<file path="config.mk">
export PLATFORM = sky130hd
export DESIGN_NAME = mem_port_arbiter
export DESIGN_NICKNAME = d
export VERILOG_FILES = /design/src/rtl/mem_arb_pkg.sv /design/src/rtl/mem_arb_pick2.sv /design/src/rtl/mem_port_arbiter.sv
export SDC_FILE = /design/constraint.sdc
export NUM_CORES = 1
export LEC_CHECK = 0
export CORE_AREA = 4 4 153 155
export DETAILED_ROUTE_END_ITERATION = 16
export DIE_AREA = 0 0 157 159
export PLACE_DENSITY = 0.77
export SETUP_SLACK_MARGIN = 0.2
export SLEW_MARGIN = 10
export SYNTH_ARGS = -nofsm -noshare
export SYNTH_HDL_FRONTEND = slang
export SYNTH_HIERARCHICAL = 1
export SYNTH_SLANG_ARGS = --single-unit
</file>
<file path="constraint.sdc">
create_clock -name clk -period 11.6 [get_ports clk]
set_input_delay 1.74 -clock clk [delete_from_list [all_inputs] [get_ports clk]]
set_output_delay 1.74 -clock clk [all_outputs]
set_load 0.05 [all_outputs]
</file>
<file path="src/rtl/mem_arb_pkg.sv">
// Shared types for the dual-port memory arbiter.
// Grant records and port names used by the picker and the top.
package mem_arb_pkg;

    // Requester index is sized for the largest supported requester count.
    localparam int MAX_REQ = 8;
    localparam int IDX_W   = $clog2(MAX_REQ);

    typedef struct packed {
        logic             vld;
        logic [IDX_W-1:0] idx;
        logic             we;
    } grant_t;

    typedef enum logic {
        PORT_A = 1'b0,
        PORT_B = 1'b1
    } port_e;

endpackage

</file>
<file path="src/rtl/mem_arb_pick2.sv">
// Ranks valid requesters (urgent first, then lowest index).
// Produces the two highest-ranked grants.
module mem_arb_pick2
    import mem_arb_pkg::*;
#(
    parameter int NUM_REQ = 3
) (
    input  logic [NUM_REQ-1:0] valid_i,
    input  logic [NUM_REQ-1:0] urgent_i,
    input  logic [NUM_REQ-1:0] we_i,
    output grant_t             first_o,
    output grant_t             second_o
);

    always_comb begin
        first_o  = '0;
        second_o = '0;
        // Pass 0 scans urgent requesters, pass 1 the rest.
        for (int pass = 0; pass < 2; pass++) begin
            for (int i = 0; i < NUM_REQ; i++) begin
                if (valid_i[i] && (urgent_i[i] == (pass == 0))) begin
                    if (!first_o.vld) begin
                        first_o.vld = 1'b1;
                        first_o.idx = IDX_W'(i);
                        first_o.we  = we_i[i];
                    end else if (!second_o.vld) begin
                        second_o.vld = 1'b1;
                        second_o.idx = IDX_W'(i);
                        second_o.we  = we_i[i];
                    end
                end
            end
        end
    end

endmodule

</file>
<file path="src/rtl/mem_port_arbiter.sv">
// Dual-port SRAM arbiter: two grants per cycle, starvation guard,
// per-requester response routing with one-cycle read latency.
module mem_port_arbiter
    import mem_arb_pkg::*;
#(
    parameter int DATA_WIDTH   = 32,
    parameter int ADDR_WIDTH   = 12,
    parameter int NUM_REQ      = 3,
    parameter int STARVE_LIMIT = 8
) (
    input  logic                          clk,
    input  logic                          rst_n,
    input  logic [NUM_REQ-1:0]            req_valid,
    output logic [NUM_REQ-1:0]            req_ready,
    input  logic [NUM_REQ-1:0]            req_we,
    input  logic [NUM_REQ*ADDR_WIDTH-1:0] req_addr,
    input  logic [NUM_REQ*DATA_WIDTH-1:0] req_wdata,
    output logic [NUM_REQ-1:0]            rsp_valid,
    output logic [NUM_REQ*DATA_WIDTH-1:0] rsp_rdata,
    output logic [ADDR_WIDTH-1:0]         mem_a_addr,
    output logic                          mem_a_we,
    output logic [DATA_WIDTH-1:0]         mem_a_wdata,
    input  logic [DATA_WIDTH-1:0]         mem_a_q,
    output logic [ADDR_WIDTH-1:0]         mem_b_addr,
    output logic                          mem_b_we,
    output logic [DATA_WIDTH-1:0]         mem_b_wdata,
    input  logic [DATA_WIDTH-1:0]         mem_b_q
);

    localparam logic [7:0] LIMIT = 8'(STARVE_LIMIT);

    logic [7:0]            cnt_q [NUM_REQ];
    logic [7:0]            cnt_d [NUM_REQ];
    logic [NUM_REQ-1:0]    vld_m;
    logic [NUM_REQ-1:0]    urgent;
    grant_t                first;
    grant_t                second;
    grant_t                sec_ok;
    grant_t                pipe_q [2];
    logic [ADDR_WIDTH-1:0] addr_a;
    logic [ADDR_WIDTH-1:0] addr_b;
    logic [DATA_WIDTH-1:0] wd_a;
    logic [DATA_WIDTH-1:0] wd_b;
    logic                  hazard;

    // Masking with rst_n keeps ready and RAM strobes low during reset.
    assign vld_m = req_valid & {NUM_REQ{rst_n}};

    always_comb begin
        for (int i = 0; i < NUM_REQ; i++) begin
            urgent[i] = (cnt_q[i] == LIMIT);
        end
    end

    mem_arb_pick2 #(
        .NUM_REQ (NUM_REQ)
    ) u_pick (
        .valid_i  (vld_m),
        .urgent_i (urgent),
        .we_i     (req_we),
        .first_o  (first),
        .second_o (second)
    );

    always_comb begin
        addr_a = '0;
        addr_b = '0;
        wd_a   = '0;
        wd_b   = '0;
        for (int i = 0; i < NUM_REQ; i++) begin
            if (first.idx == IDX_W'(i)) begin
                addr_a = req_addr[i*ADDR_WIDTH +: ADDR_WIDTH];
                wd_a   = req_wdata[i*DATA_WIDTH +: DATA_WIDTH];
            end
            if (second.idx == IDX_W'(i)) begin
                addr_b = req_addr[i*ADDR_WIDTH +: ADDR_WIDTH];
                wd_b   = req_wdata[i*DATA_WIDTH +: DATA_WIDTH];
            end
        end
    end

    assign hazard = first.vld & second.vld & (addr_a == addr_b)
                  & (first.we | second.we);

    always_comb begin
        sec_ok     = second;
        sec_ok.vld = second.vld & ~hazard;
    end

    always_comb begin
        for (int i = 0; i < NUM_REQ; i++) begin
            req_ready[i] = (first.vld && first.idx == IDX_W'(i))
                        || (sec_ok.vld && sec_ok.idx == IDX_W'(i));
        end
    end

    assign mem_a_addr  = first.vld ? addr_a : '0;
    assign mem_a_we    = first.vld & first.we;
    assign mem_a_wdata = first.vld ? wd_a : '0;
    assign mem_b_addr  = sec_ok.vld ? addr_b : '0;
    assign mem_b_we    = sec_ok.vld & sec_ok.we;
    assign mem_b_wdata = sec_ok.vld ? wd_b : '0;

    always_comb begin
        for (int i = 0; i < NUM_REQ; i++) begin
            if (!req_valid[i] || req_ready[i]) begin
                cnt_d[i] = '0;
            end else if (cnt_q[i] != LIMIT) begin
                cnt_d[i] = cnt_q[i] + 8'd1;
            end else begin
                cnt_d[i] = cnt_q[i];
            end
        end
    end

    always_ff @(posedge clk or negedge rst_n) begin
        if (!rst_n) begin
            for (int i = 0; i < NUM_REQ; i++) begin
                cnt_q[i] <= '0;
            end
            pipe_q[PORT_A] <= '0;
            pipe_q[PORT_B] <= '0;
        end else begin
            for (int i = 0; i < NUM_REQ; i++) begin
                cnt_q[i] <= cnt_d[i];
            end
            pipe_q[PORT_A] <= first;
            pipe_q[PORT_B] <= sec_ok;
        end
    end

    // A requester owns at most one port per cycle, so the two hits never collide.
    always_comb begin
        rsp_valid = '0;
        rsp_rdata = '0;
        for (int i = 0; i < NUM_REQ; i++) begin
            if (pipe_q[PORT_A].vld && pipe_q[PORT_A].idx == IDX_W'(i)) begin
                rsp_valid[i] = 1'b1;
                if (!pipe_q[PORT_A].we) begin
                    rsp_rdata[i*DATA_WIDTH +: DATA_WIDTH] = mem_a_q;
                end
            end
            if (pipe_q[PORT_B].vld && pipe_q[PORT_B].idx == IDX_W'(i)) begin
                rsp_valid[i] = 1'b1;
                if (!pipe_q[PORT_B].we) begin
                    rsp_rdata[i*DATA_WIDTH +: DATA_WIDTH] = mem_b_q;
                end
            end
        end
    end

endmodule
</file>
Word-level counts from Yosys, hierarchy flattened --
Index checks and enable logic that the tools add are counted.
Storage, ports and cells: flip-flop bits (word level) 34, input bits 204, output and inout bits 192, word-level logic and storage cells 136
Cells by class: $add $sub $neg 3, equal/unequal tests 15, muxes and demuxes 63, bitwise operators 12, reduce and logical (&&, ||, !) cells 34
Operators by type and width (count):
- 32-bit two-way mux | 18
- 12-bit two-way mux | 8
- 5-bit two-way mux | 16
- 8-bit two-way mux | 6
- 4-bit two-way mux | 9
- 8-bit by 1-bit adder with 8-bit output (second input constant) | 3
- 8-bit by 4-bit equality test with 1-bit output (second input constant) | 3
- 8-bit by 4-bit inequality test with 1-bit output (second input constant) | 3
- 1-bit logical AND | 18
- 12-bit equality test | 1
- 3-bit by 1-bit equality test with 1-bit output (second input constant) | 4
- 3-bit by 2-bit equality test with 1-bit output (second input constant) | 4
- 3-bit zero test | 4
- 1-bit bitwise AND | 6
- 1-bit logical OR | 6
- 1-bit two-way mux | 6
- 2-bit nonzero test | 3
- 1-bit NOT | 4
- 3-bit bitwise AND | 1
- 1-bit zero test | 3
- 1-bit bitwise OR | 1

Depth between registers and ports, before layout --
Gate-level depths: netlist (run 1).
depth after elaboration 30, depth in mapped cells 21, depth with buffers taken out 19

Hierarchy --
Netlist (run 1), hierarchy kept.
By module, submodules not included:
- mem_port_arbiter | times used 1, cells each 815, area each 5962.0 µm², sequential area each 850.8 µm²
- mem_arb_pick2 | times used 1, cells each 72, area each 439.2 µm², sequential area each 0.0 µm²

Least setup slack after synthesis (run 1) --
Ideal clock, no wire load.
kind input to output, start point in rst_n, end point out mem_b_wdata[0], data arrival time 5472 ps, data required time 9860 ps, setup slack 4388 ps, cell stages on the path 16, cells stage by stage and2_1 nand2_1 ha_1 buf_2 nand3_1 a21boi_0 o21bai_1 buf_6 buf_6 a211oi_1 a211oi_1 xor2_1 nor4_2 nand4_4 clkbuf_1 nor3b_1
RTL lines:
- from (decl) | line mem_port_arbiter.sv:12 | input logic rst_n,
- to (decl) | line mem_port_arbiter.sv:26 | output logic [DATA_WIDTH-1:0] mem_b_wdata,

==> flow_summary.json, run 1 <==
{
  "rr_startpoint": "cnt_q[16]$_DFFE_PN0P_",
  "power.density_nw_per_um2": 65.35,
  "start_util_pct": 29.33,
  "drc_errors": 0,
  "syn_area_per_cell_um2": 7.217,
  "ys_seq_elements": 34,
  "startpoint": "rst_n",
  "clock_path_buffers": 2,
  "root_buffer": "clkbuf_16",
  "cp.required_ns": 9.86,
  "grt.busiest_layer": "met2",
  "wirelength_um": 33070,
  "drt_iter0_drc": 493,
  "cts_buffers": 5,
  "synthCells": 887,
  "tns_ns": 0,
  "grt_pass1_vias": 8512,
  "fill_cells": 2132,
  "die_h_um": 159,
  "rsz0062_at_grt": "false",
  "period_share_pct": 83.27,
  "max_cap_viol_count": 0,
  "endpoint": "mem_b_addr[11]",
  "htree_num_levels": 2,
  "rr_endpoint": "cnt_q[9]$_DFFE_PN0P_",
  "holdWs_ns": 0.5701,
  "clk_latency_ns": 0.28,
  "drive_above_1_share_pct": 5.263,
  "critPathLaunchType": "input port",
  "yosysWarnings": 6,
  "place.gp.congestion": 0.9120,
  "leakagePower_nw": 3.998,
  "vias_per_cell": 5.686,
  "critPathKind": "in2out",
  "die_w_um": 157,
  "ir_worst_vdd_uv": 59.36,
  "clock-sinks": 34,
  "seq_area_frac_synth_pct": 13.29,
  "ff2ff_setup_slack_ns": 5.74,
  "area_growth_pct": 66.89,
  "port_buffers": 395,
  "grt_util_met1_pct": 27.87,
  "antenna_found_initial": 6,
  "synth_area_leaders": "dfrtp_1, a22o_1, mux2i_1",
  "clock.fmax_mhz": 103.5,
  "holdCritPathClass": "reg2reg",
  "post_cts_buffers": 0,
  "async_flop_share_pct": 100.0,
  "cp_max_fo": 42,
  "fin_crit_ns": 9.659,
  "multi_input_area_um2": 5104,
  "cp_slowest_stage_delay_ns": 0.72,
  "grt_pass1_wl_um": 49850,
  "hp-start": "cnt_q[7]$_DFFE_PN0P_",
  "crit_slowest_cell": "clkdlybuf4s50_1",
  "finalHoldViolations": 0,
  "synth_top_area_share_pct": 13.29,
  "hold_buffers": 0,
  "yosysTopAreaCell": "dfrtp_1",
  "antenna_violating_nets_post_route": 0,
  "maxSlewHeadroom_pct": 23.48,
  "grt_util_met3_pct": 6.333,
  "final_net_count": 1428,
  "synth_cell_types": 61,
  "skew_ns": 0.01035,
  "synth.cell_area_um2": 6401,
  "fp.coreArea_um2": 21820,
  "synth_edf_count": 0,
  "cts_resized": 0,
  "worst_pin_slew_ns": 1.145,
  "drt-wirelength-per-cell_um": 22.03,
  "grt-ovfl-total": 0,
  "reg2regPathDepth": 20,
  "cts_tree": "yes",
  "dr.pass1.iters": 6,
  "grt_use_met2_pct": 42.90,
  "critPathArrivalTime_ns": 7.92,
  "ys.flop_type": "dfrtp_1",
  "clkTransAtPathRegs_ns": 0.06,
  "grt_max_degree": 43,
  "critPathCaptureType": "output pin",
  "crit_top_cell": "buf_4",
  "setup_violations": 0,
  "ioPinCount": 396,
  "report.final.slew_viol_count": 0,
  "hpwl_um": 24830,
  "rows": 54,
  "outcome": "completed",
  "seq_area_um2": 850.8,
  "vias": 8534,
  "die_area_um2": 24960,
  "track_usage_pct": 24.85,
  "crit_chain": "clkdlybuf4s50_1 > buf_4 > and2_1 > nand2_1 > ha_1 > inv_1 > xnor2_1 > a21boi_0 > o21bai_4 > buf_4 > nor2b_1 > a211oi_1 > a211oi_1 > xor2_1 > nor3_1 > nand4_4 > buf_4 > and3_1 > clkdlybuf4s50_1"
}
==> kinds of logic after synthesis <==
group	count (synthesis)	synth area share [%]
AOI/OAI and AO/OA	280	33.58
xor gates and xnor gates	31	4.242
adders and majority gates	9	1.759
buffers and inverters	113	8.053
DFF	34	13.29
muxes	49	7.721
other	1	0.05858
and+or+nand+nor	370	31.29
==> placed cells by master, fill, tap and decap left out, drive strengths merged, types with 4 or more instances in the layout <==
cell           count
xnor2              9
dfrtp             34
diode              5
ha                 9
nor3              17
clkbuf             5
a21oi             67
nand3b            12
nand3             24
nor2b             41
nand2b            51
xor2              22
inv               17
and3              18
o21ai              9
clkdlybuf4s50    395
nor2              61
a22o              61
o221ai            32
and2               6
mux2i             46
nor3b             35
and2b              4
a221oi             5
buf               20
a32o               4
o2111ai           30
nand2             89
a211oi            43
o21a              11
nor4               4
==> worst min path at each step <==
| stage | end | slack [ns] | cells after the start |
|---|---|---|---|
| after detailed placement | cnt_q[7]$_DFFE_PN0P_ | 0.56 | 2 |
| after floorplan | cnt_q[7]$_DFFE_PN0P_ | 0.53 | 2 |
| after global placement | cnt_q[7]$_DFFE_PN0P_ | 0.55 | 2 |
| after global routing | cnt_q[7]$_DFFE_PN0P_ | 0.59 | 2 |
| after CTS | cnt_q[7]$_DFFE_PN0P_ | 0.57 | 2 |
| final | cnt_q[7]$_DFFE_PN0P_ | 0.57 | 2 |
==> worst max-delay path: cells and delay by family <==
family,cells,cell delay [ns]
compound gates,4,1.12
buf+inv,6,2.64
fa+ha+maj,1,0.37
xor+xnor,2,0.37
simple gates,6,1.61
==> cell type report <==
class,count,area share (%)
inverters,18,0.6325
well taps,280,3.279
flip-flops and latches,34,7.964
repair buffers,415,38.42
clock inverters,3,0.6442
multi-input cells,741,47.77
diodes,5,0.1171
clock buffers,5,1.171
==> state kept, by name, indices dropped and copies added (netlist names) <==
signal and count:
pipe_q 10, cnt_q 24
==> through the flow <==
step	cell area (um^2)	power (mW)	utilization, %	setup WS (ns)	std cells
final	10680	0.6981	48.95	1.941	1501
after CTS	10670	0.7006	48.89	2.009	1496
after detailed placement	10480	0.5218	48.00	2.046	1488
after floorplan	6405	0.3521	-	4.388	888
after global routing	10680	0.7319	48.95	1.559	1501
after global placement	10480	0.5194	48.00	2.144	1488
==> where the power goes <==
| part | internal, mW | total [mW] | switching [mW] |
|---|---|---|---|
| combinational | 0.161 | 0.395 | 0.233 |
| clock | 0.123 | 0.175 | 0.0515 |
| sequential | 0.124 | 0.128 | 0.00470 |
==> Yosys cell counts (all sizes together), types with 11 or more instances <==
master / n
nand2: 89
clkbuf: 71
a21oi: 67
a22o: 61
nor2: 61
nand2b: 51
mux2i: 46
a211oi: 43
nor2b: 41
nor3b: 35
dfrtp: 34
o221ai: 32
o2111ai: 30
buf: 24
nand3: 24
xor2: 22
and3: 18
inv: 17
nor3: 17
nand3b: 12
o21a: 11
==> routing by layer <==
layer	share of wire [%]	vias up
li1	-	3960
met1	37	4036
met2	49	459
met3	9.3	77
met4	5.4	2
met5	0.060	-
(Power assumes the default switching activity.)
==> run 2: changes to the inputs <==
CORE_AREA = 4 4 150 152   (was 4 4 153 155)
DIE_AREA = 0 0 154 156   (was 0 0 157 159)
PLACE_DENSITY = 0.79   (was 0.77)
clock period = 8.9 ns   (was 11.6 ns; I/O delays follow)
==> flow_summary.json, run 2 (synthesized netlist as in run 1, its figures left out) <==
{
  "drc_errors": 0,
  "fin_crit_ns": 8.287,
  "critPathCaptureType": "output pin",
  "worst_pin_slew_ns": 1.256,
  "reg2regPathDepth": 21,
  "die_w_um": 154,
  "post_cts_buffers": 0,
  "area_growth_pct": 64.91,
  "largest-register": "cnt_q",
  "die_area_um2": 24020,
  "place_ws_ns": 0.5593,
  "cp_slowest_stage_delay_ns": 0.72,
  "finalHoldViolations": 0,
  "drt-wirelength-per-cell_um": 22.25,
  "max_cap_viol_count": 0,
  "ioPinCount": 396,
  "port_buffers": 395,
  "period_share_pct": 93.11,
  "start_util_pct": 30.45,
  "routed.top_layer": "met5",
  "grt_pass1_wl_um": 48690,
  "report.final.slew_viol_count": 0,
  "dr.pass1.iters": 5,
  "ff2ff_setup_slack_ns": 3.03,
  "placed_cell_area_um2": 10350,
  "antenna_violating_nets_post_route": 0,
  "root_buffer": "clkbuf_16",
  "grt_pass1_vias": 8314,
  "htree_num_levels": 2,
  "power.density_nw_per_um2": 81.89,
  "skew_ns": 0.001372,
  "clock.fmax_mhz": 120.7,
  "critPathArrivalTime_ns": 6.95,
  "holdCritPathClass": "reg2reg",
  "fin_cells": 1493,
  "wirelength_um": 33220,
  "grt_max_degree": 59,
  "leakagePower_nw": 4.089,
  "maxSlewHeadroom_pct": 16.09,
  "rr_endpoint": "cnt_q[9]$_DFFE_PN0P_",
  "cp_max_fo": 36,
  "multi_input_area_um2": 5155,
  "holdWs_ns": 0.5797,
  "hpwl_um": 24490,
  "dp.cells": 1482,
  "reg_top3": "cnt_q (24), pipe_q (10)",
  "route.met2.wl_um": 16470,
  "outcome": "completed",
  "layout_commonest_cell": "clkdlybuf4s50_1",
  "hp-start": "cnt_q[7]$_DFFE_PN0P_",
  "final_net_count": 1429,
  "critPathLaunchType": "input port",
  "hold_depth": 2,
  "vias": 8724,
  "crit_slowest_cell": "clkdlybuf4s50_1",
  "final_cell_mix": "clkdlybuf4s50_1, nand2_1, a21oi_1, buf_4, a22o_1",
  "wirelength_met1_um": 12380,
  "place.gp.congestion": 0.9423,
  "route.met3.wl_um": 3003,
  "grt-ovfl-total": 0,
  "crit_chain": "clkdlybuf4s50_1 > and2_1 > nand2_1 > inv_1 > ha_1 > nor3b_1 > nand3_1 > o22a_1 > nand2_2 > nor2b_2 > buf_4 > a2bb2oi_1 > nor2_1 > xor2_1 > nor2_1 > nand4_4 > and3_1 > buf_4",
  "setup_violations": 0,
  "rows": 53,
  "clkTransAtPathRegs_ns": 0.05,
  "clock_path_buffers": 2,
  "tns_ns": 0,
  "die_h_um": 156,
  "seq_area_um2": 850.8,
  "fill_cells": 2014,
  "clock-sinks": 34,
  "cts_buffers": 5,
  "postLayoutCellArea_um2": 10560,
  "setup_slack_ns": 0.6129,
  "critPathKind": "in2out",
  "rsz0062_at_grt": "false",
  "fp.coreArea_um2": 21020,
  "antenna_found_initial": 3,
  "track_usage_pct": 24.71,
  "hold_buffers": 0,
  "hold_path_end": "cnt_q[7]$_DFFE_PN0P_",
  "largest_reg_flops": 24,
  "drive_above_1_share_pct": 9.203,
  "cts_tree": "yes",
  "drt_iter0_drc": 638,
  "rr_startpoint": "cnt_q[16]$_DFFE_PN0P_",
  "ir_worst_vdd_uv": 53.48,
  "cp.required_ns": 7.57,
  "clk_latency_ns": 0.28,
  "vias_per_cell": 5.843
}
## run 2: cell type report
class                      instances  area share (%)
antenna                            1         0.02371
clock buffer                       7           1.351
clock inverter                     1         0.04741
inverter                          18          0.6400
multi-input combinational        743           48.83
sequential                        34           8.060
tap                              275           3.259
timing repair buffer             414           37.79
## run 2: through the flow
stage | util (%) | total power, mW
6_report | 50.22 | 0.8644
5_1_grt | 50.22 | 0.9005
2_1_floorplan | - | 0.4589
3_5_place_dp | 49.25 | 0.6797
4_1_cts | 49.95 | 0.8559
3_3_place_gp | 49.25 | 0.6771
## run 2: routing by layer
layer	GRT usage, %	vias to the layer above
li1	-	3967
met1	29.02	4148
met2	43.89	530
met3	5.132	75
met4	10.05	4
met5	0	-
## run 2: how the worst max path moves through the flow
| stage | from | endpoint | cells past startpoint |
|---|---|---|---|
| 3_5_place_dp | rst_n | mem_b_we | 15 |
| 2_1_floorplan | rst_n | mem_b_wdata[0] | 16 |
| 6_report | rst_n | mem_b_we | 18 |
| 3_3_place_gp | rst_n | mem_b_we | 15 |
| 4_1_cts | rst_n | mem_b_we | 15 |
| 5_1_grt | rst_n | mem_b_addr[1] | 18 |
## run 2: where the power goes
| part | total, mW | internal [mW] | switching (mW) |
|---|---|---|---|
| clock network | 0.174 | 0.111 | 0.0629 |
| logic | 0.519 | 0.210 | 0.309 |
| registers | 0.172 | 0.161 | 0.0108 |
## run 2: repair_timing
item	4_1_cts	5_1_grt
hold endpoints to repair	0	0
gates resized for setup	0	5
setup endpoints to repair	0	48
## run 2: critical path: cells and delay by family
family / cells / cell delay, ns
xor+xnor: 1 / 0.14
buf+inv: 4 / 1.37
simple gates: 10 / 3.37
compound gates: 2 / 0.38
fa+ha+maj: 1 / 0.31
==> run 3: changes to the inputs <==
ABC_AREA = 1   (was not set)
CORE_AREA = 4 4 154 156   (was 4 4 150 152)
DIE_AREA = 0 0 158 160   (was 0 0 154 156)
PLACE_DENSITY = 0.74   (was 0.79)
==> flow_summary.json, run 3 <==
{
  "outcome": "completed",
  "yosysMostFrequentCell": "nand2_1",
  "die_area_um2": 25280,
  "die_h_um": 160,
  "final_net_count": 1642,
  "rsz0062_at_grt": "false",
  "report.final.slew_viol_count": 0,
  "skew_ns": 0.007231,
  "area_growth_pct": 77.66,
  "syn_area_per_cell_um2": 5.522,
  "ir_worst_vdd_uv": 68.82,
  "cp_max_fo": 65,
  "synth.cell_area_um2": 6020,
  "synth_top_area_share_pct": 15.40,
  "htree_num_levels": 2,
  "die_w_um": 158,
  "fp.coreArea_um2": 22370,
  "cp_slowest_stage_delay_ns": 0.55,
  "clock_path_buffers": 2,
  "clk_latency_ns": 0.28,
  "vias": 9014,
  "synth_cell_types": 31,
  "final_util_pct": 47.82,
  "largest_reg_flops": 24,
  "setup_violations": 0,
  "wirelength_um": 31350,
  "drc_errors": 0,
  "async_flop_share_pct": 100.0,
  "grt_pass1_wl_um": 47560,
  "clock-sinks": 34,
  "clkTransAtPathRegs_ns": 0.05,
  "worstPathBufferInverterCount": 8,
  "layout_commonest_cell": "clkdlybuf4s50_1",
  "port_buffers": 395,
  "synthCells": 1090,
  "tns_ns": 0,
  "fill_cells": 2271,
  "track_usage_pct": 23.13,
  "final_cell_mix": "clkdlybuf4s50_1, nand2_1, inv_1",
  "hold_buffers": 0,
  "ff2ff_setup_slack_ns": 3.41,
  "worst_pin_slew_ns": 0.9477,
  "maxSlewHeadroom_pct": 36.82,
  "root_buffer": "clkbuf_16",
  "fin_crit_ns": 7.756,
  "critPathLaunchType": "input port",
  "cts_buffers": 5,
  "cts_tree": "yes",
  "hpwl_um": 24360,
  "largest-register": "cnt_q",
  "finalHoldViolations": 0,
  "holdCritPathClass": "reg2reg",
  "ys_seq_elements": 34,
  "place.gp.congestion": 0.9725,
  "synth_area_leaders": "nand2_1, dfrtp_1, nand3_1",
  "start_util_pct": 26.91,
  "dr.pass1.iters": 5,
  "grt_pass1_vias": 8644,
  "drive_above_1_share_pct": 8.042,
  "vias_per_cell": 5.232,
  "hp-start": "cnt_q[21]$_DFFE_PN0P_",
  "cp.required_ns": 7.57,
  "yosysWarnings": 6,
  "crit_slowest_cell": "buf_4",
  "seq_area_frac_synth_pct": 14.13,
  "ys.flop_type": "dfrtp_1",
  "rows": 55,
  "post_cts_buffers": 0,
  "critPathArrivalTime_ns": 6.42,
  "grt_max_degree": 97,
  "synth_edf_count": 0,
  "power.density_nw_per_um2": 86.68,
  "cts_resized": 0,
  "max_cap_viol_count": 0,
  "startpoint": "req_valid[0]",
  "critPathKind": "in2out",
  "drt-wirelength-per-cell_um": 18.20,
  "period_share_pct": 87.14,
  "rr_startpoint": "cnt_q[16]$_DFFE_PN0P_",
  "antenna_violating_nets_post_route": 0,
  "crit_chain": "clkdlybuf4s50_1 > nand2_1 > inv_1 > nand2_1 > ha_1 > nand2_4 > nor2_4 > inv_2 > o21ai_0 > nand2_1 > inv_2 > nand2_2 > buf_4 > nand3_1 > o21ai_1 > inv_1 > nand2_1 > nand3_1 > nor2_1 > nand2_2 > nand2_2 > buf_4 > a21oi_1 > buf_12",
  "synthTopCellsByCount": "nand2_1, inv_1, nand3_1, o21ai_0, nor3_1",
  "worst_path_dominant_cell_family": "buffers and inverters",
  "critPathCaptureType": "output pin",
  "reg_top3": "cnt_q (24), pipe_q (10)",
  "grt-ovfl-total": 0,
  "yosysTopAreaCell": "nand2_1",
  "crit_top_cell": "nand2_1",
  "clock.fmax_mhz": 128.9,
  "drt_iter0_drc": 830,
  "antenna_found_initial": 8,
  "leakagePower_nw": 4.364,
  "ioPinCount": 396
}
[run 3: cell types whose count changed in the layout (fill, tap and decap cells not counted), sizes merged, moves of 41 or more]
cell and delta:
nand2 +168, inv +121, o21ai +104, nand3 +89, a22oi +63, a22o -61
nor3 +58, nand2b -51, mux2i -46, a211oi -43, nor2b -41
[run 3: worst register-to-register path: stages, from the launching register on]
cell and delay [ns]:
dfrtp_1 0.40, inv_1 0.09, ha_1 0.14, nand2_1 0.05, nor3_1 0.71, nand2_1 0.33
ha_1 0.42, nand2_4 0.13, nor2_4 0.05, inv_2 0.08, o21ai_0 0.07, nand2_1 0.47
inv_2 0.29, nand2_2 0.36, buf_4 0.55, nand3_1 0.16, o21ai_1 0.19, inv_1 0.07
nand2_1 0.06, nand3_1 0.07, nor2_1 0.13, nand2_2 0.10, nand3_1 0.18, nand3_2 0.19
nor2_1 0.14
[run 3: kinds of logic (layout without fill, tap and decap cells)]
family,after synthesis,after routing,share of synthesized area [%]
DFF,34,34,14.13
AOI/OAI and AO/OA,276,276,27.67
xor gates and xnor gates,17,17,2.474
buffers and inverters,222,561,14.49
other,1,10,0.06230
and+or+nand+nor,531,531,39.31
adders and majority gates,9,9,1.871
[run 3: metrics by stage]
stage,instances,worst slack [ns],area (um^2),hold slack (ns),total power [mW]
detailed placement,1707,1.219,10530,0.5554,0.7541
finish,1723,1.144,10690,0.5652,0.9270
global placement,1707,1.287,10530,0.5370,0.7540
floorplan,1091,2.967,6023,0.5197,0.4925
global route,1723,0.6871,10690,0.6033,0.9775
CTS,1715,1.204,10670,0.5703,0.9307
[run 3: path summary, 6_finish.rpt]
path                                               to  cells past startpoint
worst max-delay path                  mem_b_wdata[21]                     24
worst min-delay path            cnt_q[21]$_DFFE_PN0P_                      2
worst max register to register  cnt_q[15]$_DFFE_PN0P_                     24
worst min register to register  cnt_q[21]$_DFFE_PN0P_                      2
max in group asynchronous         pipe_q[5]$_DFF_PN0_                      2
min in group asynchronous       cnt_q[16]$_DFFE_PN0P_                      2
[run 3: routing by layer]
| metal | GRT usage, % | up-vias | part of all wire, % |
|---|---|---|---|
| li1 | - | 4375 | - |
| met1 | 27.12 | 4112 | 38 |
| met2 | 40.11 | 465 | 49 |
| met3 | 5.122 | 62 | 9.2 |
| met4 | 10.04 | 0 | 3.8 |
| met5 | 0 | - | 0 |
[run 3: report_power, final]
part | internal, mW | leakage (nW) | switching (mW)
Clock | 0.111 | 0.0739 | 0.0607
Combinational | 0.225 | 3.84 | 0.365
Sequential | 0.162 | 0.455 | 0.00420
Total | 0.497 | 4.36 | 0.430
[run 3: area by class of cell]
class | instances | area, um^2 | area share (%)
Antenna cell | 8 | 20.02 | 0.1872
Clock buffer | 7 | 142.6 | 1.334
Clock inverter | 1 | 5.005 | 0.04680
Inverter | 138 | 518.0 | 4.844
Multi-Input combinational cell | 835 | 4340 | 40.59
Sequential cell | 34 | 852.1 | 7.968
Tap cell | 285 | 356.6 | 3.335
Timing Repair Buffer | 415 | 4459 | 41.70
